$ cat config.mk
export PLATFORM = sky130hd
export DESIGN_NAME = tns_enc_22_seq
export DESIGN_NICKNAME = d
export VERILOG_FILES = /design/src/rtl/tns_enc_22_seq.sv
export SDC_FILE = /design/constraint.sdc
export NUM_CORES = 1
export LEC_CHECK = 0
export CAP_MARGIN = 20
export CORE_MARGIN = 1.5
export CORE_UTILIZATION = 50
export CTS_BUF_LIST = sky130_fd_sc_hd__clkbuf_8 sky130_fd_sc_hd__clkbuf_16
export CTS_CLUSTER_DIAMETER = 100
export CTS_CLUSTER_SIZE = 28
export DETAILED_ROUTE_END_ITERATION = 10
export PLACE_DENSITY = 0.68
export SLEW_MARGIN = 25
export SYNTH_ARGS = -nofsm -noshare
export SYNTH_HDL_FRONTEND = slang
export SYNTH_SLANG_ARGS = --single-unit
export TNS_END_PERCENT = 100
$ cat constraint.sdc
create_clock -name clk -period 3.3 [get_ports clk]
set_input_delay 0.495 -clock clk [delete_from_list [all_inputs] [get_ports clk]]
set_output_delay 0.495 -clock clk [all_outputs]
set_load 0.005 [all_outputs]
$ cat src/rtl/tns_enc_22_seq.sv
// Sequential greedy encoder: binary word -> 22-bit TNS codeword, one weight per cycle
// from bit 21 down to bit 0, with a one-word output holding register.

`ifndef BLEN08_C
`define BLEN08_C 20
`endif
`ifndef TNS08_C
`define TNS08_C 410744
`endif
`ifndef TNS07_A
`define TNS07_A 223317
`endif
`ifndef TNS07_B
`define TNS07_B 121415
`endif
`ifndef TNS07_C
`define TNS07_C 66012
`endif
`ifndef TNS06_A
`define TNS06_A 35890
`endif
`ifndef TNS06_B
`define TNS06_B 19513
`endif
`ifndef TNS06_C
`define TNS06_C 10609
`endif
`ifndef TNS05_A
`define TNS05_A 5768
`endif
`ifndef TNS05_B
`define TNS05_B 3136
`endif
`ifndef TNS05_C
`define TNS05_C 1705
`endif
`ifndef TNS04_A
`define TNS04_A 927
`endif
`ifndef TNS04_B
`define TNS04_B 504
`endif
`ifndef TNS04_C
`define TNS04_C 274
`endif
`ifndef TNS03_A
`define TNS03_A 149
`endif
`ifndef TNS03_B
`define TNS03_B 81
`endif
`ifndef TNS03_C
`define TNS03_C 44
`endif
`ifndef TNS02_A
`define TNS02_A 24
`endif
`ifndef TNS02_B
`define TNS02_B 13
`endif
`ifndef TNS02_C
`define TNS02_C 7
`endif
`ifndef TNS01_A
`define TNS01_A 4
`endif
`ifndef TNS01_B
`define TNS01_B 2
`endif
`ifndef TNS01_C
`define TNS01_C 1
`endif

// Handshakes: a word moves on any rising edge where valid & ready are both 1.
// Valid never waits on ready; din_ready depends only on the FSM state.
module tns_enc_22_seq #(
  parameter int DW = `BLEN08_C,
  parameter int CW = 22
) (
  input  logic          clk,
  input  logic          rst,
  input  logic          din_valid,
  output logic          din_ready,
  input  logic [DW-1:0] din,
  output logic          code_valid,
  input  logic          code_ready,
  output logic [CW-1:0] code_out,
  output logic          code_err
);

  typedef enum logic {
    ST_IDLE = 1'b0,
    ST_CALC = 1'b1
  } state_e;

  state_e        state_q, state_d;
  logic [DW-1:0] residual_q, residual_d;
  logic [4:0]    idx_q, idx_d;
  logic [CW-1:0] work_q, work_d;
  logic          code_valid_q, code_valid_d;
  logic [CW-1:0] code_out_q, code_out_d;
  logic          code_err_q, code_err_d;

  logic [DW-1:0] w_cur;
  logic          take_bit;
  logic [DW-1:0] res_next;
  logic [CW-1:0] work_next;

  always_comb begin
    w_cur = '0;
    case (idx_q)
      5'd21: w_cur = DW'(`TNS08_C);
      5'd20: w_cur = DW'(`TNS07_A);
      5'd19: w_cur = DW'(`TNS07_B);
      5'd18: w_cur = DW'(`TNS07_C);
      5'd17: w_cur = DW'(`TNS06_A);
      5'd16: w_cur = DW'(`TNS06_B);
      5'd15: w_cur = DW'(`TNS06_C);
      5'd14: w_cur = DW'(`TNS05_A);
      5'd13: w_cur = DW'(`TNS05_B);
      5'd12: w_cur = DW'(`TNS05_C);
      5'd11: w_cur = DW'(`TNS04_A);
      5'd10: w_cur = DW'(`TNS04_B);
      5'd9:  w_cur = DW'(`TNS04_C);
      5'd8:  w_cur = DW'(`TNS03_A);
      5'd7:  w_cur = DW'(`TNS03_B);
      5'd6:  w_cur = DW'(`TNS03_C);
      5'd5:  w_cur = DW'(`TNS02_A);
      5'd4:  w_cur = DW'(`TNS02_B);
      5'd3:  w_cur = DW'(`TNS02_C);
      5'd2:  w_cur = DW'(`TNS01_A);
      5'd1:  w_cur = DW'(`TNS01_B);
      5'd0:  w_cur = DW'(`TNS01_C);
      default: w_cur = '0;
    endcase
  end

  // Greedy step for the current weight; the subtraction only happens when it cannot underflow.
  always_comb begin
    take_bit  = (residual_q >= w_cur);
    res_next  = take_bit ? (residual_q - w_cur) : residual_q;
    work_next = work_q;
    if (idx_q < 5'(CW)) begin
      work_next[idx_q] = take_bit;
    end
  end

  always_comb begin
    state_d      = state_q;
    residual_d   = residual_q;
    idx_d        = idx_q;
    work_d       = work_q;
    code_valid_d = code_valid_q;
    code_out_d   = code_out_q;
    code_err_d   = code_err_q;

    if (code_valid_q && code_ready) begin
      code_valid_d = 1'b0;
    end

    case (state_q)
      ST_IDLE: begin
        if (din_valid) begin
          residual_d = din;
          idx_d      = 5'(CW - 1);
          work_d     = '0;
          state_d    = ST_CALC;
        end
      end
      ST_CALC: begin
        if (idx_q != 5'd0) begin
          residual_d = res_next;
          work_d     = work_next;
          idx_d      = idx_q - 5'd1;
        end else if (!code_valid_q || code_ready) begin
          // Load wins over drain, so a simultaneous load/drain keeps code_valid high.
          code_valid_d = 1'b1;
          code_out_d   = work_next;
          code_err_d   = (res_next != '0);
          residual_d   = '0;
          work_d       = '0;
          state_d      = ST_IDLE;
        end
      end
      default: state_d = ST_IDLE;
    endcase
  end

  always_ff @(posedge clk) begin
    if (rst) begin
      state_q      <= ST_IDLE;
      residual_q   <= '0;
      idx_q        <= '0;
      work_q       <= '0;
      code_valid_q <= 1'b0;
      code_out_q   <= '0;
      code_err_q   <= 1'b0;
    end else begin
      state_q      <= state_d;
      residual_q   <= residual_d;
      idx_q        <= idx_d;
      work_q       <= work_d;
      code_valid_q <= code_valid_d;
      code_out_q   <= code_out_d;
      code_err_q   <= code_err_d;
    end
  end

  assign din_ready  = (state_q == ST_IDLE);
  assign code_valid = code_valid_q;
  assign code_out   = code_out_q;
  assign code_err   = code_err_q;

endmodule
==> impl_metrics.json <==
{
  "worst_slack_ns": 0.293,
  "grt_pass1_wl_um": 26600,
  "gp_congestion": 0.964,
  "finalCriticalPeriod_ns": 3.01,
  "synth_top_cell_area_share_pct": 31.6,
  "synthTopCellsByArea": "dfxtp_1 (32%), nor2_1 (8.4%), ha_1 (6.6%)",
  "insertion_delay_ns": 0.35,
  "pre_cts_ws_ns": 0.182,
  "ys_ff_latch": 90,
  "start_util_pct": 51.9,
  "dr_wl_met2_um": 7620,
  "clockBufferDepth": 2,
  "vias": 5682,
  "hold_depth": 2,
  "switching_share_pct": 41.2,
  "critPathKind": "reg2reg",
  "relSlewSlack_pct": 46.8,
  "ant_nets": 0,
  "r2r_slack_ns": 0.29,
  "finalSetupViolations": 0,
  "synth_nets": 804,
  "ff_latch_area_mm2": 0.00180,
  "min_to": "code_out[19]",
  "synthTopCellsByCount": "nor2_1 (128), dfxtp_1 (90), a21oi_1 (67)",
  "rsz0062_at_grt": "false",
  "tritoncts": "built",
  "ios": 49,
  "timing.rr.end": "residual_q[2]",
  "clkTransAtPathRegs_ns": 0.07,
  "status": "completed",
  "yosysWarnings": 0,
  "crit_path_max_fanout": 34,
  "wl_per_cell_um": 18.4,
  "synth.avg_cell_area_um2": 7.61,
  "power_mw": 4.42,
  "powerDensity_mw_per_mm2": 667,
  "dieHeight_um": 110,
  "drt-initial-drc-count": 538,
  "fin_setup_tns_ns": 0,
  "numCtsBuffers": 9,
  "hold_buffers": 0,
  "max_freq_ghz": 0.333,
  "htree_levels": 3,
  "vias_per_cell": 6.11,
  "synth_cells": 749,
  "syn2layout_area_growth_pct": 16.2,
  "yosysUniqueCellTypes": 64,
  "worst_setup_path_start_kind": "flop",
  "yosys_most_used_dff": "dfxtp_1",
  "ys_async_sr_fraction_pct": 0,
  "power_frac_seq_pct": 28.5,
  "crit_path_end_kind": "flop",
  "worst_pin_slew_ns": 0.797,
  "grt_antenna_before_repair": 0,
  "power.switching_mw": 1.82,
  "reg2reg_depth": 11,
  "grt_overflow_total": 0,
  "num_rows": 38,
  "drc": 0,
  "cts-root-buf": "clkbuf_16",
  "finalClockSkew_ns": 0.00834,
  "fp.dieW_um": 110,
  "hold_class": "reg2reg",
  "arrival_ns": 3.21,
  "synth-edff-count": 0,
  "synth_top_cell_by_area": "dfxtp_1",
  "internal_power_mw": 2.60,
  "final.period_utilization_pct": 91.1,
  "p_clk_share_pct": 23.5,
  "reg2reg_from": "residual_q[0]",
  "place.detailed.hpwl_um": 12800,
  "wl_met1_um": 7780,
  "multi_input_area_mm2": 0.00355,
  "diodes": 0,
  "coreArea_mm2": 0.0110,
  "die-area_mm2": 0.0120,
  "fillCellCount": 982,
  "drt_pre_antenna_iters": 5,
  "synth_most_common_cell": "nor2_1",
  "hold_start": "code_out[19]",
  "vdd.ir_drop.worst_v": 0.000338,
  "cts.sinks": 90,
  "drt_wl_total_um": 17200,
  "maxCapViolations": 0,
  "finalHoldViolCount": 0,
  "grt_pass1_vias": 5038,
  "slew_violations": 0,
  "drive_gt1_share_pct": 8.23,
  "syn_area_mm2": 0.00570,
  "required_ns": 3.50,
  "grt_max_degree": 70,
  "top_layer_used": "met4",
  "port_buffers": 48,
  "met3_length_um": 1200,
  "grt_usage_pct": 29.2,
  "cellLeakagePower_nw": 2.58,
  "power_frac_comb_pct": 48.0,
  "ys_seq_area_share_pct": 31.6,
  "nets": 840,
  "cts_setup_buffers": 0
}
## metrics by stage
stage | util, % | instances | hold WS (ns) | cell area (µm²)
detailed placement | 57.5 | 914 | 0.454 | 6320
floorplan | - | 749 | 0.449 | 5700
CTS | 60.3 | 930 | 0.463 | 6620
finish | 60.3 | 930 | 0.465 | 6620
global route | 60.3 | 930 | 0.496 | 6620
global placement | 57.5 | 914 | 0.449 | 6320
## cells in the final DEF, fill, tap and decap left out, types with 4 or more instances in the layout
cell type	Yosys	routed
a21oi_1	67	67
buf_4	5	26
nor2_1	128	128
nand2b_1	11	11
ha_1	30	30
dfxtp_1	90	90
xor2_1	6	6
nand3b_1	4	4
a21o_1	7	7
nor3_1	12	12
nand4_1	4	4
o211ai_1	7	7
nor4_1	6	6
mux2_2	10	10
xnor2_1	7	7
and3_1	22	21
a22oi_1	21	21
a31oi_1	7	7
a221oi_1	17	17
o31ai_1	8	8
o21ai_0	45	45
a211oi_1	28	28
inv_1	32	33
o21bai_1	5	5
clkdlybuf4s50_1	0	47
clkbuf_16	0	9
nor2b_1	5	5
nand3_1	16	16
nand2_1	53	53
## worst max path at each step
stage / end / from / slack (ns)
2_1_floorplan: residual_q[10] / residual_q[0] / 0.70
3_3_place_gp: residual_q[18] / residual_q[9] / 0.29
3_5_place_dp: residual_q[2] / residual_q[0] / 0.18
4_1_cts: residual_q[2] / residual_q[0] / 0.17
5_1_grt: residual_q[13] / residual_q[6] / 0.09
6_report: residual_q[2] / residual_q[0] / 0.29
## cell type report
cell class	count	share of cell area [%]
Tap cell	140	2.65
Inverter	33	1.87
Multi-Input combinational cell	577	53.6
Clock inverter	7	1.13
Timing Repair Buffer	74	10.1
Clock buffer	9	3.40
Sequential cell	90	27.2
## flip-flops by register name, summed over array words and instances, names as in the netlist
signal / cells
code_out: 22
work_q: 21
residual_q: 20
w_cur: 19
idx_q: 5
code_err: 1
code_valid: 1
state_q: 1
## what timing repair did
item	CTS	global route
hold endpoints to repair	0	0
resized for setup	0	1
setup endpoints to repair	0	6
## logic make-up after synthesis
group                      synth area share, %
xor gates and xnor gates                  2.00
and+or+nand+nor                           23.4
buffers and inverters                     6.15
adders and majority gates                 6.94
AOI/OAI and AO/OA                         27.4
muxes                                     2.50
DFF                                       31.6
## metal layers
layer,GRT usage (%),vias up
met5,0,-
met4,12.3,0
met3,4.56,37
met2,45.1,236
met1,40.3,2647
li1,-,2762
## worst max-delay path, stage by stage, from the launching register on
cell and delay, ns:
dfxtp_1 0.34, inv_1 0.06, ha_1 0.17, inv_1 0.06, fa_1 0.45, nand3_2 0.11, a211oi_2 0.09, o31ai_1 0.33
and3_4 0.50, mux2_2 0.38, a221oi_1 0.28, nor3_1 0.07
## power by group through the flow
stage	Clock, mW	Combinational [mW]	Sequential, mW
4_1_cts	1.05	2.08	1.26
6_report	1.04	2.12	1.26
2_1_floorplan	0	1.55	1.24
5_1_grt	1.09	2.31	1.27
3_3_place_gp	0	2.06	1.28
3_5_place_dp	0	2.06	1.28
Power figures use the tool's default switching activity.
